===== src/rtl/mdu_issue_ctrl_pkg.sv =====
// Shared definitions for the MDU issue/writeback controller.
package mdu_issue_ctrl_pkg;

    localparam int unsigned REG_W = 5;

    // Controller state; encoding is shared with the hazard unit
    typedef enum logic [1:0] {
        MDU_IDLE = 2'd0,
        MDU_RUN  = 2'd1,
        MDU_WBW  = 2'd2
    } mdu_state_e;

    // Hazard optype constants shared with the hazard unit
    localparam logic [1:0] OPT_ALU   = 2'd1;
    localparam logic [1:0] OPT_LOAD  = 2'd2;
    localparam logic [1:0] OPT_STORE = 2'd3;

    // Register-match helper: a used operand that names the pending destination
    function automatic logic reg_hit(
        input logic             en,
        input logic [REG_W-1:0] rs,
        input logic [REG_W-1:0] pend
    );
        return en && (rs == pend);
    endfunction

endpackage


===== src/rtl/mdu_issue_ctrl_counter.sv =====
// Loadable down-counter with zero flag; saturates at zero.
module mdu_cycle_counter #(
    parameter int unsigned W = 6
) (
    input  logic         clk,
    input  logic         rst,
    input  logic         i_load,
    input  logic [W-1:0] i_load_val,
    input  logic         i_dec,
    output logic         o_zero
);

    logic [W-1:0] r_cnt;

    // Load has priority over decrement; count holds once it reaches zero
    always_ff @(posedge clk or posedge rst) begin
        if (rst) begin
            r_cnt <= '0;
        end else if (i_load) begin
            r_cnt <= i_load_val;
        end else if (i_dec && (r_cnt != '0)) begin
            r_cnt <= r_cnt - W'(1);
        end
    end

    assign o_zero = (r_cnt == '0);

endmodule


===== src/rtl/mdu_issue_ctrl.sv =====
// Issue and writeback controller for the shared iterative multiply/divide unit.
// Starts ops from ID, stalls ID on structural/RAW/WAW conflicts with the
// pending destination, and retires the result through a free WB slot.
module mdu_issue_ctrl
    import mdu_issue_ctrl_pkg::*;
#(
    parameter int unsigned MUL_CYCLES = 4,
    parameter int unsigned DIV_CYCLES = 33
) (
    input  logic             clk,
    input  logic             rst,
    input  logic             valid_ID,
    input  logic             kill_ID,
    input  logic             ext_stall_ID,
    input  logic             mdu_op_ID,
    input  logic             div_ID,
    input  logic             rs1use_ID,
    input  logic             rs2use_ID,
    input  logic             regwrite_ID,
    input  logic [REG_W-1:0] rs1_ID,
    input  logic [REG_W-1:0] rs2_ID,
    input  logic [REG_W-1:0] rd_ID,
    input  logic             wb_slot_free,
    output logic             mdu_start,
    output logic             mdu_div,
    output logic             stall_ID,
    output logic             mdu_wb_en,
    output logic [REG_W-1:0] mdu_wb_rd,
    output logic             mdu_busy
);

    localparam int unsigned CNT_W = (DIV_CYCLES > 1) ? $clog2(DIV_CYCLES) : 1;
    localparam logic [CNT_W-1:0] MUL_LOAD = CNT_W'(MUL_CYCLES - 1);
    localparam logic [CNT_W-1:0] DIV_LOAD = CNT_W'(DIV_CYCLES - 1);

    mdu_state_e       r_state;
    logic [REG_W-1:0] r_pend_rd;
    logic             r_pend_div;

    logic             w_live;
    logic             w_busy;
    logic             w_pending;
    logic             w_start;
    logic             w_cnt_zero;
    logic             w_result_rdy;
    logic             w_stall;
    logic [CNT_W-1:0] w_load_val;

    assign w_live       = valid_ID && !kill_ID;
    assign w_busy       = (r_state != MDU_IDLE);
    assign w_pending    = w_busy && (r_pend_rd != '0);
    assign w_start      = w_live && mdu_op_ID && (r_state == MDU_IDLE) && !ext_stall_ID;
    assign w_load_val   = div_ID ? DIV_LOAD : MUL_LOAD;
    // Result is valid on the last RUN cycle and throughout WB_WAIT
    assign w_result_rdy = ((r_state == MDU_RUN) && w_cnt_zero) || (r_state == MDU_WBW);

    mdu_cycle_counter #(
        .W (CNT_W)
    ) u_cnt (
        .clk        (clk),
        .rst        (rst),
        .i_load     (w_start),
        .i_load_val (w_load_val),
        .i_dec      (r_state == MDU_RUN),
        .o_zero     (w_cnt_zero)
    );

    // Hazard detection: structural on the unit, RAW on either source, WAW on rd
    always_comb begin
        w_stall = 1'b0;
        if (w_live) begin
            w_stall = (mdu_op_ID && w_busy)
                    || (w_pending && reg_hit(rs1use_ID,   rs1_ID, r_pend_rd))
                    || (w_pending && reg_hit(rs2use_ID,   rs2_ID, r_pend_rd))
                    || (w_pending && reg_hit(regwrite_ID, rd_ID,  r_pend_rd));
        end
    end

    // Combinational outputs, held low while reset is asserted
    always_comb begin
        mdu_start = 1'b0;
        mdu_div   = 1'b0;
        stall_ID  = 1'b0;
        mdu_wb_en = 1'b0;
        if (!rst) begin
            mdu_start = w_start;
            mdu_div   = w_start ? div_ID : r_pend_div;
            stall_ID  = w_stall;
            mdu_wb_en = w_result_rdy && wb_slot_free && (r_pend_rd != '0);
        end
    end

    assign mdu_wb_rd = r_pend_rd;
    assign mdu_busy  = w_busy;

    // Controller FSM and pending-op registers
    always_ff @(posedge clk or posedge rst) begin
        if (rst) begin
            r_state    <= MDU_IDLE;
            r_pend_rd  <= '0;
            r_pend_div <= 1'b0;
        end else begin
            case (r_state)
                MDU_IDLE: begin
                    if (w_start) begin
                        r_state    <= MDU_RUN;
                        r_pend_rd  <= rd_ID;
                        r_pend_div <= div_ID;
                    end
                end
                MDU_RUN: begin
                    if (w_cnt_zero) begin
                        r_state <= wb_slot_free ? MDU_IDLE : MDU_WBW;
                    end
                end
                MDU_WBW: begin
                    if (wb_slot_free) begin
                        r_state <= MDU_IDLE;
                    end
                end
                default: r_state <= MDU_IDLE;
            endcase
        end
    end

endmodule


===== config.mk =====
export PLATFORM = sky130hd
export DESIGN_NAME = mdu_issue_ctrl
export DESIGN_NICKNAME = d
export VERILOG_FILES = /design/src/rtl/mdu_issue_ctrl_pkg.sv /design/src/rtl/mdu_issue_ctrl_counter.sv /design/src/rtl/mdu_issue_ctrl.sv
export SDC_FILE = /design/constraint.sdc
export NUM_CORES = 1
export LEC_CHECK = 0
export ABC_AREA = 1
export CAP_MARGIN = 20
export CORE_MARGIN = 2
export CORE_UTILIZATION = 45
export DETAILED_ROUTE_END_ITERATION = 6
export PLACE_DENSITY = 0.76
export SLEW_MARGIN = 20
export SYNTH_ARGS = -nofsm -noshare
export SYNTH_HDL_FRONTEND = slang
export SYNTH_SLANG_ARGS = --single-unit

===== constraint.sdc =====
create_clock -name clk -period 2 [get_ports clk]
set_clock_uncertainty 0.05 [all_clocks]
set_input_delay 0.5 -clock clk [delete_from_list [all_inputs] [get_ports clk]]
set_output_delay 0.5 -clock clk [all_outputs]
set_load 0.05 [all_outputs]

# Word level (Yosys, flattened, before mapping)
# Cells that the tools add are included.
[op_classes]
n_reduce_logical = 30
bitwise = 0
eq_ne = 8
order_cmp = 0
multipliers = 0
n_div = 0
shift = 0
n_addsub = 1
mux = 14
[ops]
columns = ["cell", "n"]
rows = [
  ["$mux 6", 3],
  ["$logic_and 1x1->1", 16],
  ["$eq 5x5->1", 3],
  ["$mux 2", 4],
  ["$logic_not 6->1", 1],
  ["$mux 1", 6],
  ["$pmux 2 s3", 1],
  ["$reduce_bool 6->1", 1],
  ["$sub 6x1->6 const B", 1],
  ["$reduce_bool 5->1", 1],
  ["$logic_or 1x1->1", 4],
  ["$ne 2x2->1 const B", 2],
  ["$reduce_bool 2->1", 2],
  ["$reduce_and 3->1", 1],
  ["$eq 2x1->1 const B", 1],
  ["$eq 2x2->1 const B", 1],
  ["$logic_not 1->1", 2],
  ["$logic_not 2->1", 1],
  ["$ne 2x1->1 const B", 1],
  ["$reduce_and 2->1", 1],
]
[totals]
wordCells = 57
mem_bits_ro = 0
latchBits = 0
output_inout_bits = 10
n_memories = 0
in_bits = 26
mem_bits_rw = 0
reg_bits = 14

# Depth between registers and ports, before layout
# Gate-level depths: netlist of run 1.
[logic_depth]
word_depth = 8
depth_mapped = 8
ltp_nobuf = 8

# Modules after synthesis
# Synthesis of run 1 repeated with hierarchy kept, for this count alone.
[unflattened]
hier_cells = 182
hier_area_um2 = 1153.6
[modules_own_cells]
columns = ["mod", "seq_area_each_um2", "cells_per_inst", "area_per_inst_um2", "n_inst"]
rows = [
  ["mdu_issue_ctrl", 200.2, 126, 699.4, 1],
  ["mdu_cycle_counter", 150.1, 56, 454.2, 1],
]

# Worst setup path after synthesis of run 1
# OpenSTA, ideal clock, no wires.
[synth_path]
path_type = "register to output"
startpoint = "register r_state[0]"
endpoint = "output port mdu_div"
slack_ns = -0.627
required_time_ns = 1.450
n_path_buf = 0
stages_incl_launch_ff = 6
arrival_time_ns = 2.077
path_cell_list = "dfrtp_1 -> inv_2 -> nand2_2 -> inv_2 -> nand3_4 -> a211oi_1"
[synth_between]
elab_chain_len = 5
[synth_rtl]
columns = ["element", "line_no", "text"]
rows = [
  ["start, declared", "mdu_issue_ctrl.sv:36", "mdu_state_e r_state;"],
  ["start signal, assigned", "mdu_issue_ctrl.sv:113", "r_state <= wb_slot_free ? MDU_IDLE : MDU_WBW;"],
  ["$logic_not 2->1", "mdu_issue_ctrl.sv:52", "assign w_start = w_live && mdu_op_ID && (r_state == MDU_IDLE) && !ext_stall_ID;"],
  ["$logic_and 1x1->1 (2 in series)", "mdu_issue_ctrl.sv:52", ""],
  ["$mux 1", "n/a", ""],
  ["$mux 1", "mdu_issue_ctrl.sv:85", "if (!rst) begin"],
  ["end, declared", "mdu_issue_ctrl.sv:25", "output logic mdu_div,"],
]
# No other way between the ends.

# Final worst setup path of run 1
[layout_path]
startpoint = "register r_pend_rd[0] (netlist: mdu_wb_rd[0])"
endpoint = "output port stall_ID"
[layout_between]
elab_chain_len = 8
word_cells_on_any_way = 16
[layout_rtl]
columns = ["element", "line_no", "text"]
rows = [
  ["start, declared", "mdu_issue_ctrl.sv:37", "logic [REG_W-1:0] r_pend_rd;"],
  ["start signal, assigned", "mdu_issue_ctrl.sv:107", "r_pend_rd <= rd_ID;"],
  ["$eq 5x5->1 or $reduce_bool 5->1 (tied branches)", "mdu_issue_ctrl_pkg.sv:24, mdu_issue_ctrl.sv:51", ""],
  ["$logic_and 1x1->1, on equally long branches", "mdu_issue_ctrl_pkg.sv:24, mdu_issue_ctrl.sv:51", ""],
  ["$logic_and 1x1->1", "mdu_issue_ctrl.sv:73", "|| (w_pending && reg_hit(rs1use_ID, rs1_ID, r_pend_rd))"],
  ["$logic_or 1x1->1", "mdu_issue_ctrl.sv:73", ""],
  ["$logic_or 1x1->1", "mdu_issue_ctrl.sv:74", "|| (w_pending && reg_hit(rs2use_ID, rs2_ID, r_pend_rd))"],
  ["$logic_or 1x1->1 *", "mdu_issue_ctrl.sv:75", "|| (w_pending && reg_hit(regwrite_ID, rd_ID, r_pend_rd));"],
  ["$mux 1 *", "mdu_issue_ctrl.sv:71", "if (w_live) begin"],
  ["$mux 1 *", "mdu_issue_ctrl.sv:85", ""],
  ["end, declared", "mdu_issue_ctrl.sv:26", "output logic stall_ID,"],
]
# Mark *: on every way between the ends. The rest lies on a longest branch, timed or not.

==> results.json, run 1 <==
{
  "drt_iter0_drc": 42,
  "synth-xor-area-share_pct": 0.8274,
  "antenna_cells": 0,
  "h-tree-depth": 1,
  "clkPwrFrac_pct": 11.4,
  "r2r-start": "u_cnt.r_cnt[5]",
  "port_buffers": 35,
  "netlist.area_leader.share_pct": 33.10,
  "syn_nets": 194,
  "setup_slack_ns": -0.1434,
  "grt_antenna_before_repair": 0,
  "place_area_mm2": 0.001584,
  "arrival_ns": 1.59,
  "dpl.cell_count": 241,
  "totalWireLength_um": 3603,
  "finalNonFillerCells": 264,
  "finalHoldViolations": 0,
  "fillers": 137,
  "synth_top_family_by_area": "simple AND/OR/NAND/NOR gates",
  "ys.flop_type": "dfrtp_1",
  "p_sw_mw": 0.8594,
  "grt_max_degree": 17,
  "violations": "negative setup slack",
  "cp.required_ns": 1.45,
  "place_congestion": 0.8086,
  "synth_compound_area_share_pct": 9.929,
  "status": "finished, violations left",
  "nNetsFinal": 265,
  "fmax_mhz": 466.5,
  "critPathLaunch": "mdu_wb_rd[0]",
  "die_w_um": 52.50,
  "final_area_mm2": 0.001818,
  "post-route-drc-count": 0,
  "clk_pin_slew_worst_paths_ns": 0.09,
  "regToRegEndpoint": "r_state[1]",
  "tightest_slew_ns": 0.2499,
  "grt.total_usage_pct": 27.31,
  "synth_seq_cells": 14,
  "cts.sinks": 14,
  "cts_buffers": 3,
  "grt_pass1_vias": 1269,
  "critPathMaxFanout": 5,
  "pre_cts_slack_ns": -0.3489,
  "syn_avg_cell_area_um2": 6.377,
  "first_pass_iters": 4,
  "crit_chain": "buf_4, nand2_1, nand2_1, nor2_1, nand3_1, nand3_1, nand2_2, a21oi_4, buf_12",
  "drv_cap": 0,
  "fin_setup_tns_ns": -0.2853,
  "hp-class": "in2async",
  "sw_frac_of_total_pct": 47.21,
  "hold_ws_ns": 0.4014,
  "slowest_delay_ns": 0.44,
  "ff2ff_path_depth": 9,
  "final_cell_mix": "nand2_1, buf_4, dlygate4sd2_1",
  "overflow": 0,
  "start_util_pct": 47.85,
  "end_kind": "primary output",
  "endpoint": "stall_ID",
  "path_class": "reg2out",
  "syn_inst": 166,
  "cts_root_buf": "clkbuf_4",
  "setup_violations": 3,
  "crit_path_start_kind": "register",
  "slowest_stage": "dfrtp_2",
  "period_share_pct": 107.2,
  "synthSimpleGateAreaFrac_pct": 41.02,
  "seq_area_frac_synth_pct": 33.10,
  "die-area_mm2": 0.002756,
  "avgViaCountPerCell": 5.030,
  "synth.area.top_cells": "dfrtp_1, nand2_1, inv_1, nor2_1, nand3_1",
  "final_common_cell": "nand2_1",
  "clk_latency_ns": 0.28,
  "leakage_nw": 0.9728,
  "rows": 17,
  "synth_edf_count": 0,
  "seqPwrFrac_pct": 25.3,
  "irDropWorstVdd_uv": 842.0,
  "antenna_left": 0,
  "p_int_mw": 0.9609,
  "avgRoutedWirePerCell_um": 13.65,
  "synthDistinctLibCells": 23,
  "cts_buffer_depth": 2,
  "yosys.area.top_type": "dfrtp_1",
  "synth_fa_ha_area_share_pct": 2.364,
  "hold_buffers": 0,
  "area_delta_synth_final_pct": 71.75,
  "async_flop_share_pct": 100.0,
  "syn-cell-area_mm2": 0.001059,
  "grt_pass1_wl_um": 5451,
  "reg2reg_slack_ns": 0.31,
  "tritoncts": "built",
  "post-route-min-period_ns": 2.143,
  "drv_slew": 0,
  "powerDensity_mw_per_mm2": 1001,
  "drive_gt1_share_pct": 39.41,
  "io_pins": 36,
  "rsz0062_at_grt": "true",
  "die_y_um": 52.50,
  "core-area_mm2": 0.002212,
  "maxSlewHeadroom_pct": 83.28,
  "synthMuxAreaShare_pct": 0,
  "power_frac_comb_pct": 63.2,
  "yosysWarnings": 0,
  "vias": 1328,
  "post-dp-hpwl_um": 2163
}
## cell type report
class	instances	area [µm²]	area share, %
flip-flops and latches	14	356.6	19.61
inverters	33	123.9	6.814
repair buffers	67	593.1	32.62
well taps	28	35.03	1.927
multi-input cells	118	673.1	37.03
clock buffers	4	36.28	1.996
## power by group through the flow
| stage | clock network [mW] | registers (mW) | logic (mW) |
|---|---|---|---|
| 3_3_place_gp | 0 | 0.459 | 0.834 |
| 6_report | 0.208 | 0.461 | 1.15 |
| 3_5_place_dp | 0 | 0.460 | 0.870 |
| 4_1_cts | 0.205 | 0.456 | 1.03 |
| 5_1_grt | 0.229 | 0.467 | 1.24 |
| 2_1_floorplan | 0 | 0.517 | 0.524 |
## worst min-delay path by stage
stage	from	to	slack, ns	cells after the start
after floorplan	rst	r_pend_div	0.36	1
after global placement	r_pend_div	r_pend_div	0.47	2
after detailed placement	r_pend_div	r_pend_div	0.48	2
after CTS	rst	u_cnt.r_cnt[4]	0.38	3
after global routing	rst	u_cnt.r_cnt[4]	0.39	3
final	rst	u_cnt.r_cnt[4]	0.40	3
## state kept, by name, summed over array words and instances (netlist names)
register / flops
u_cnt.r_cnt: 6
r_state: 2
mdu_wb_rd: 5
r_pend_div: 1
## worst max-delay path, delay by kind of cell, from the launching register on
kind	cells	cell delay, ns
AOI/OAI and AO/OA	1	0.15
buffers and inverters	2	0.30
DFF	1	0.44
and+or+nand+nor	6	0.43
## routing by layer
metal  vias to the layer above  share of wire (%)  GRT usage, %
li1                        651                  -             -
met1                       601                 40         32.55
met2                        68                 50         46.25
met3                         8                7.5         7.429
met4                         0                1.9         10.68
met5                         -                  0             0
## cell usage after synthesis, types with 2 or more instances
cell type  count
a21oi_1        2
dfrtp_1       14
ha_1           2
inv_1         22
inv_2         11
nand2_1       55
nand2_2        2
nand3_1       12
nor2_1        20
nor2_2         3
nor3_1         4
o21ai_0        3
o21ai_1        6
## timing repair
item	in CTS	in global routing
gates resized for setup	38	10
buffers inserted	16	3
setup endpoints to repair	4	4
pin swaps	26	13
## cell families (layout without fill, tap and decap cells)
logic type,count (synthesis),after routing
simple gates,99,99
buf+inv,34,104
compound gates,16,16
flops,14,14
fa+ha+maj,2,2
xor+xnor,1,1
## per-stage QoR
stage / util (%) / total power [mW]
finish: 82.18 / 1.820
global route: 82.18 / 1.937
CTS: 79.47 / 1.695
detailed placement: 71.61 / 1.329
global placement: 71.61 / 1.292
floorplan: - / 1.042
Note: power is estimated with default switching activity, not from simulation.
==> run 2: changes to the inputs <==
--- a/config.mk
+++ b/config.mk
@@ -5,12 +5,11 @@
 export SDC_FILE = /design/constraint.sdc
 export NUM_CORES = 1
 export LEC_CHECK = 0
-export ABC_AREA = 1
 export CAP_MARGIN = 20
 export CORE_MARGIN = 2
-export CORE_UTILIZATION = 45
+export CORE_UTILIZATION = 42
 export DETAILED_ROUTE_END_ITERATION = 6
-export PLACE_DENSITY = 0.76
+export PLACE_DENSITY = 0.75
 export SLEW_MARGIN = 20
 export SYNTH_ARGS = -nofsm -noshare
 export SYNTH_HDL_FRONTEND = slang
==> run 2 against run 1 <==
- the run still ends with negative setup slack left
- flip-flop and latch count unchanged
- cell area is 9.4% lower
- synthesized area down 15%
==> results.json, run 2 <==
{
  "status": "finished, violations left",
  "violations": "negative setup slack",
  "die_y_um": 50.25,
  "drv_cap": 0,
  "synth_fa_ha_area_share_pct": 2.786,
  "post-route-drc-count": 0,
  "grt.total_usage_pct": 24.54,
  "post-route-min-period_ns": 2.360,
  "finalHoldViolations": 0,
  "path_common_cell": "or4_4",
  "first_pass_iters": 4,
  "drv_slew": 0,
  "final_common_cell": "buf_4",
  "crit_chain": "or4_4, nor3_1, or4_4, a21oi_4, buf_12",
  "maxSlewHeadroom_pct": 72.46,
  "netlist.area_leader.share_pct": 39.00,
  "place_congestion": 0.7883,
  "die_w_um": 50.25,
  "crit_path_start_kind": "register",
  "start_util_pct": 45.33,
  "core-area_mm2": 0.001982,
  "async_flop_share_pct": 100.0,
  "slowest_stage": "or4_4",
  "final_cell_mix": "buf_4, xor2_1, dlygate4sd2_1",
  "port_buffers": 35,
  "grt_pass1_wl_um": 4685,
  "synth_edf_count": 0,
  "setup_violations": 4,
  "rsz0062_at_grt": "true",
  "cts_root_buf": "clkbuf_4",
  "cts.sinks": 14,
  "syn_nets": 119,
  "hold_ws_ns": 0.5377,
  "yosys-top-cells-count": "dfrtp_1, xor2_1, inv_1, nor2_1, a21oi_1",
  "end_kind": "primary output",
  "synth.area.top_cells": "dfrtp_1, xor2_1, mux2_2, xnor2_1, a21oi_1",
  "path_class": "reg2out",
  "tritoncts": "built",
  "synthSimpleGateAreaFrac_pct": 18.52,
  "area_delta_synth_final_pct": 83.43,
  "yosysWarnings": 0,
  "clk_latency_ns": 0.28,
  "syn-cell-area_um2": 898.4,
  "io_pins": 36,
  "totalWireLength_um": 2818,
  "cts_buffers": 3,
  "irDropWorstVdd_uv": 1153,
  "setup_slack_ns": -0.3603,
  "syn_avg_cell_area_um2": 9.872,
  "synth-xor-area-share_pct": 18.52,
  "fmax_mhz": 423.7,
  "cp.required_ns": 1.45,
  "avgViaCountPerCell": 5.011,
  "clk_pin_slew_worst_paths_ns": 0.09,
  "post-dp-hpwl_um": 1892,
  "avgRoutedWirePerCell_um": 15.57,
  "die-area_mm2": 0.002525,
  "tightest_slew_ns": 0.4131,
  "overflow": 0,
  "antenna_left": 0,
  "syn_inst": 91,
  "synthMuxAreaShare_pct": 7.382,
  "ys.flop_type": "dfrtp_1",
  "seq_area_frac_synth_pct": 39.00,
  "top_register": "u_cnt.r_cnt",
  "arrival_ns": 1.81,
  "drt_iter0_drc": 3,
  "antenna_cells": 0,
  "h-tree-depth": 1,
  "critPathMaxFanout": 5,
  "drive_gt1_share_pct": 50.00,
  "slowest_delay_ns": 0.54,
  "nNetsFinal": 183,
  "leakage_nw": 0.7639,
  "grt_max_degree": 15,
  "period_share_pct": 118.0,
  "yosys.area.top_type": "dfrtp_1",
  "largest_reg_flops": 6,
  "powerDensity_mw_per_mm2": 1309,
  "pre_cts_slack_ns": -0.5505,
  "vias": 907,
  "hp-class": "reg2reg",
  "synthDistinctLibCells": 30,
  "rows": 16,
  "cts_buffer_depth": 2,
  "grt_pass1_vias": 978,
  "fillers": 109,
  "synth_seq_cells": 14,
  "fin_setup_tns_ns": -0.7287,
  "synth_top_family_by_area": "XOR/XNOR gates",
  "synth_compound_area_share_pct": 9.889,
  "grt_antenna_before_repair": 0
}
-- run 2: what timing repair did --
| item | CTS | global route |
|---|---|---|
| pin swaps | 16 | 10 |
| buffers inserted | 10 | 5 |
| resized for setup | 46 | 4 |
| setup endpoints to repair | 4 | 5 |
| hold buffers | 0 | 0 |
-- run 2: power by group --
part | internal [mW] | total [mW] | switching, mW
registers | 0.424 | 0.582 | 0.158
logic | 0.668 | 1.40 | 0.734
clock network | 0.0772 | 0.173 | 0.0962
-- run 2: cells by family (layout without fill, tap and decap cells) --
kind of cell,count (synthesis),in the layout
adders and majority gates,2,2
xor gates and xnor gates,19,19
buffers and inverters,9,72
AOI/OAI and AO/OA,12,12
muxes,6,6
and+or+nand+nor,29,29
DFF,14,14
-- run 2: final timing paths --
path / startpoint / endpoint / slack, ns / cells past startpoint
setup / recovery: mdu_wb_rd[3] / stall_ID / -0.36 / 5
hold / removal: r_pend_div / r_pend_div / 0.54 / 2
setup reg to reg: u_cnt.r_cnt[0] / u_cnt.r_cnt[3] / 0.11 / 8
hold reg to reg: r_pend_div / r_pend_div / 0.54 / 2
max in group asynchronous: rst / mdu_wb_rd[1] / 0.98 / 4
min in group asynchronous: rst / mdu_wb_rd[4] / 0.74 / 4
-- run 2: critical path, delay by kind of cell, from the launching register on --
kind	cells	cell delay, ns
flip-flops	1	0.46
buffers and inverters	1	0.15
AO/OA/AOI/OAI	1	0.03
AND/OR/NAND/NOR	3	0.89
-- run 2: layout make-up --
cell class,instances,area (µm²),share of cell area (%)
well taps,27,33.78,2.050
multi-input cells,68,635.6,38.57
flip-flops and latches,14,356.6,21.64
clock buffers,4,26.28,1.595
inverters,7,26.28,1.595
repair buffers,61,569.3,34.55
-- run 2: routing by layer --
metal	global-route usage [%]	routed length, µm	vias to the layer above
li1	-	-	439
met5	0	0	-
met3	4.464	88	4
met2	44.30	1497	21
met4	4.167	36	0
met1	30.55	1196	443
-- run 2: per-stage QoR --
| stage | power, mW | instance area, µm² | utilization [%] | cells |
|---|---|---|---|---|
| 2_1_floorplan | 1.330 | 979.7 | - | 91 |
| 3_3_place_gp | 1.642 | 1434 | 72.35 | 162 |
| 3_5_place_dp | 1.682 | 1434 | 72.35 | 162 |
| 4_1_cts | 2.042 | 1590 | 80.24 | 176 |
| 5_1_grt | 2.302 | 1648 | 83.14 | 181 |
| 6_report | 2.157 | 1648 | 83.14 | 181 |
